## config.mk

```make
export PLATFORM = sky130hd
export DESIGN_NAME = t_ff_counter
export DESIGN_NICKNAME = d
export VERILOG_FILES = /design/src/rtl/t_ff_pkg.sv /design/src/rtl/t_cell.sv /design/src/rtl/t_ff_counter.sv
export SDC_FILE = /design/constraint.sdc
export NUM_CORES = 1
export LEC_CHECK = 0
export BUFFER_PORTS_ARGS = -buffer_cell sky130_fd_sc_hd__buf_2
export CORE_AREA = 2 2 39 41
export DETAILED_ROUTE_END_ITERATION = 7
export DIE_AREA = 0 0 41 43
export PLACE_DENSITY_LB_ADDON = 0.25
export SLEW_MARGIN = 5
export SYNTH_ARGS = -nofsm -noshare
export SYNTH_HDL_FRONTEND = slang
export SYNTH_SLANG_ARGS = --single-unit
export TNS_END_PERCENT = 30
```

## constraint.sdc

```tcl
create_clock -name CLK -period 2.4 [get_ports CLK]
set_input_delay 0.12 -clock CLK [delete_from_list [all_inputs] [get_ports CLK]]
set_output_delay 0.12 -clock CLK [all_outputs]
set_load 0.005 [all_outputs]
```

## src/rtl/t_ff_pkg.sv

```systemverilog
// -----------------------------------------------------------------------------
// t_ff_pkg
// Shared definitions for the toggle-cell modulo-N counter.
//   DIR_UP / DIR_DOWN : values of the UP input
//   cnt_t / mod_t     : widest supported count value / modulus (up to 2^32)
//   next_count()      : modulo-N successor/predecessor of a count value
// -----------------------------------------------------------------------------
package t_ff_pkg;

   localparam logic DIR_UP   = 1'b1;
   localparam logic DIR_DOWN = 1'b0;

   localparam int MAX_WIDTH = 32;

   typedef logic [MAX_WIDTH-1:0] cnt_t;
   typedef logic [MAX_WIDTH:0]   mod_t;   // one extra bit so 2^32 fits

   // Next count value, wrapping at modulus-1 (up) or 0 (down).
   // Callers truncate the result to their own width.
   function automatic cnt_t next_count(input cnt_t q, input logic up, input mod_t modulus);
      cnt_t last;
      last = cnt_t'(modulus - mod_t'(1));
      if (up == DIR_UP) return (q == last) ? '0 : q + cnt_t'(1);
      else              return (q == '0)   ? last : q - cnt_t'(1);
   endfunction

endpackage

```

## src/rtl/t_cell.sv

```systemverilog
// -----------------------------------------------------------------------------
// t_cell
// Single toggle flip-flop with asynchronous active-low clear.
//   CLK  : rising-edge clock
//   INIT : async clear, active low (Q -> 0 immediately)
//   T    : toggle enable sampled at the rising edge
//   Q    : cell state
// -----------------------------------------------------------------------------
module t_cell (
   input  logic CLK,
   input  logic INIT,
   input  logic T,
   output logic Q
);

   logic q_q;
   logic q_d;

   assign q_d = T ? ~q_q : q_q;

   always_ff @(posedge CLK or negedge INIT) begin
      if (!INIT) q_q <= 1'b0;
      else       q_q <= q_d;
   end

   assign Q = q_q;

endmodule

```

## src/rtl/t_ff_counter.sv

```systemverilog
// -----------------------------------------------------------------------------
// t_ff_counter
// Cascadable modulo-MODULUS up/down counter built from toggle cells. The
// next count is computed in binary, then XORed with the current count to form
// the per-bit toggle vector that drives the cells.
//   CLK  : clock, rising edge
//   INIT : async reset, active low
//   CI   : count enable / carry in from the less-significant digit
//   UP   : direction, 1 = increment, 0 = decrement
//   LOAD : synchronous load strobe (highest priority), clamped to MODULUS-1
//   D    : load value
//   Q    : current count
//   CO   : combinational carry/borrow out, high in the cycle whose edge wraps
// -----------------------------------------------------------------------------
module t_ff_counter
   import t_ff_pkg::*;
#(
   parameter int WIDTH   = 4,
   parameter int MODULUS = 10
) (
   input  logic             CLK,
   input  logic             INIT,
   input  logic             CI,
   input  logic             UP,
   input  logic             LOAD,
   input  logic [WIDTH-1:0] D,
   output logic [WIDTH-1:0] Q,
   output logic             CO
);

   if (WIDTH < 1 || WIDTH > MAX_WIDTH || MODULUS < 2 ||
       64'(MODULUS) > (64'd1 << WIDTH)) begin : g_bad_param
      $fatal(1, "t_ff_counter: MODULUS %0d illegal for WIDTH %0d", MODULUS, WIDTH);
   end

   localparam logic [WIDTH-1:0] LAST = WIDTH'(MODULUS - 1);

   logic [WIDTH-1:0] q_q;     // state held in the toggle cells
   logic [WIDTH-1:0] q_d;     // binary next state
   logic [WIDTH-1:0] t_vec;   // toggle vector applied to the cells

   always_comb begin
      q_d = q_q;
      if (LOAD)    q_d = (D > LAST) ? LAST : D;
      else if (CI) q_d = WIDTH'(next_count(cnt_t'(q_q), UP, mod_t'(MODULUS)));
   end

   // Only bits that differ between now and next need to toggle.
   assign t_vec = q_q ^ q_d;

   for (genvar i = 0; i < WIDTH; i++) begin : g_cell
      t_cell u_cell (
         .CLK  (CLK),
         .INIT (INIT),
         .T    (t_vec[i]),
         .Q    (q_q[i])
      );
   end

   assign Q  = q_q;
   assign CO = CI & ~LOAD & ((UP == DIR_UP) ? (q_q == LAST) : (q_q == '0));

`ifndef SYNTHESIS
   a_in_range : assert property (@(posedge CLK) disable iff (!INIT) q_q <= LAST);

   // A carry out must be followed by the wrap value for the sampled direction.
   a_co_wraps : assert property (@(posedge CLK) disable iff (!INIT)
      CO |=> (q_q == (($past(UP) == DIR_UP) ? '0 : LAST)));
`endif

endmodule
```

==> run_results.csv <==
group,metric,value,unit
setup_path,cp.buffers_inverters,2,
global_route,first_global_vias,348,
clock_tree,cts_setup_buffers,0,
detailed_routing,wl,925,um
detailed_routing,drt-met1-wl,475,um
final_layout,regArea,100,sq um
clock_tree,clockBufferDepth,2,
detailed_routing,met2WireLength,394,um
setup_path,rr_endpoint,"g_cell[1].u_cell.Q",
setup_path,cp_slowest_cell,"dfrtp_1",
setup_path,endpoint,"CO",
sta,fin_setup_tns,0,ns
logic_synthesis,synth_top_cell_area_share,23.1,%
pwr,peakVddDrop,0.000286,V
sta,rsz0062_at_grt,"false",
final_layout,area_growth,15.6,%
final_layout,drive_gt1_share,32.8,%
detailed_routing,top_layer_used,"met3",
detailed_routing,drc_errors,0,
sta,drv_slew,0,
clock_tree,htreeDepth,1,
setup_path,worstPathMaxFanout,7,
sta,final-setup-viol-count,0,
logic_synthesis,ys.warnings.count,0,
setup_path,worst-path-stages,6,
setup_path,crit_family,"simple AND/OR/NAND/NOR gates",
setup_path,setup.worst_path.start,"g_cell[0].u_cell.Q",
floorplanning,die_w,41,um
clock_tree,cts_tree,"built",
sta,slew_headroom,79.5,%
place,dpl.hpwl,715,um
detailed_routing,vias_per_cell,5.06,
floorplanning,row_count,14,
global_route,grt_usage,12.0,%
detailed_routing,routedWlPerCell,12.0,um
pwr,power_density,528,mW/mm^2
logic_synthesis,syn_inst,51,
place,dp_cells,73,
final_layout,nNetsFinal,75,
setup_path,path_cells,"inv_1, ha_1, or3b_1, a21o_1, nor3_1, buf_2",
floorplanning,start_util,31.3,%
sta,period_share,80.4,%
place,place_congestion,0.668,
detailed_routing,wl_met3,55,um
pwr,p_leak,0.240,nW
logic_synthesis,synth_seq_cells,4,
sta,finClkSkew,0.0100,ns
setup_path,r2r_slack,0.72,ns
clock_tree,clockRootBuffer,"clkbuf_4",
floorplanning,core,0.00138,sq mm
global_route,grt_max_degree,11,
sta,finalHoldViolations,0,
final_layout,multiInputGateArea,264,sq um
clock_tree,clock-sinks,4,
setup_path,end_kind,"output port",
final_layout,mostFrequentLayoutCell,"buf_2",
detailed_routing,via_count,390,
global_route,grt_first_pass_wirelength,1.43,mm
logic_synthesis,syn_nets,63,
setup_path,cp_slowest_stage_delay,0.44,ns
worst_hold_path,worstHoldStart,"D[0]",
run,drv_cap,0,
logic_synthesis,synth_edf_count,0,
global_route,antenna_found_initial,0,
setup_path,path_class,"reg -> out",
logic_synthesis,ys_seq_area_share,23.1,%
setup_path,r2r.worst_path.cells,6,
logic_synthesis,synth_area_per_cell,8.49,sq um
final_layout,fill_cells,163,
floorplanning,pin_count,14,
logic_synthesis,synth_area_leaders,"dfrtp_1 23%, ha_1 8.7%, buf_4 6.9%, inv_1 4.3%, a21oi_1 3.5%",
detailed_routing,ant_nets,0,
final_layout,antennaDiodeCount,0,
sta,finalCriticalPeriod,1.93,ns
setup_path,reg2reg_from,"g_cell[0].u_cell.Q",
place,port_buffers,13,
sta,tightest_slew,0.307,ns
logic_synthesis,synthArstFlopShare,100,%
floorplanning,die_h,43,um
global_route,grt_overflow,0,
detailed_routing,first_pass_iters,2,
detailed_routing,drt_iter0_markers,7,
clock_tree,insertion_delay,0.24,ns
status,outcome,"completed",
final_layout,mostFrequentLayoutCells,"13 x buf_2, 5 x inv_1, 4 x dfrtp_1",
setup_path,start_kind,"register",
final_layout,largest_reg_flops,4,
floorplanning,dieArea,0.00176,sq mm
clock_tree,post_cts_resized,0,
logic_synthesis,yosys.area.top_type,"dfrtp_1",
worst_hold_path,holdCritPathClass,"in -> reg",
sta,fmax,518,MHz
clock_tree,clkSlewWorstSetupHoldPaths,0.04,ns
logic_synthesis,syn_area,433,sq um
setup_path,worstPathRequired,2.28,ns
logic_synthesis,synth_ff_type,"dfrtp_1",
setup_path,crit_arrival,1.81,ns
logic_synthesis,ys_types,31,
final_layout,fin_cells,77,
clock_tree,cts-hold-fix-buffers,1,
clock_tree,cts_buffers,3,
[cell families (layout without fill, tap and decap cells)]
logic type                 Yosys count  after routing  share of synthesized area, %
xor gates and xnor gates             1              1                          2.02
DFF                                  4              4                          23.1
and+or+nand+nor                     13             13                          17.0
AOI/OAI and AO/OA                   17             17                          30.6
adders and majority gates            3              3                          8.67
buffers and inverters               12             22                          15.9
muxes                                1              1                          2.60
[worst min path at each step]
stage	end	slack [ns]	depth (start not counted)
floorplan	g_cell[0].u_cell.Q	-0.18	0
global placement	g_cell[0].u_cell.Q	-0.07	1
detailed placement	g_cell[0].u_cell.Q	-0.07	1
CTS	g_cell[0].u_cell.Q	0.13	3
global route	g_cell[0].u_cell.Q	0.15	3
finish	g_cell[0].u_cell.Q	0.13	3
[cell usage after synthesis (all sizes together) (2+ instances only)]
| library cell | number |
|---|---|
| a21oi | 3 |
| nand3 | 3 |
| inv | 5 |
| a21o | 2 |
| ha | 3 |
| a221oi | 2 |
| nor2b | 2 |
| buf | 7 |
| a211o | 2 |
| dfrtp | 4 |
| a22oi | 2 |
| nor3 | 3 |
| o21ai | 2 |
[where the power goes]
part	internal [W]	leakage (nW)	switching, W
Combinational	0.0000435	0.179	0.0000415
Clock	0.0000561	0.0138	0.0000305
Sequential	0.0000754	0.0471	0.0000171
Total	0.000175	0.240	0.0000891
[through the flow]
step / cell area (sq um) / hold slack [ns] / setup WS, ns / util, % / power [W]
2_1_floorplan: 433 / -0.176 / 0.878 / - / 0.000162
3_3_place_gp: 468 / -0.0739 / 0.712 / 33.8 / 0.000179
3_5_place_dp: 468 / -0.0720 / 0.710 / 33.8 / 0.000178
4_1_cts: 500 / 0.129 / 0.445 / 36.2 / 0.000267
5_1_grt: 500 / 0.154 / 0.335 / 36.2 / 0.000283
6_report: 500 / 0.128 / 0.470 / 36.2 / 0.000264
[per-layer routing]
metal,up-vias,GRT usage (%)
met5,-,0
met4,0,2.00
met3,0,6.28
met1,175,17.6
met2,13,15.6
li1,202,-
[worst min-delay path, delay by kind of cell]
kind                   cells  cell delay [ns]
buffers and inverters      2             0.13
AOI/OAI and AO/OA          1             0.07
[layout make-up]
type | instances | share of cell area [%]
repair buffers | 14 | 15.0
flip-flops and latches | 4 | 20.0
well taps | 16 | 4.00
inverters | 5 | 3.75
clock buffers | 3 | 4.50
multi-input cells | 35 | 52.7
(Power assumes the default switching activity.)
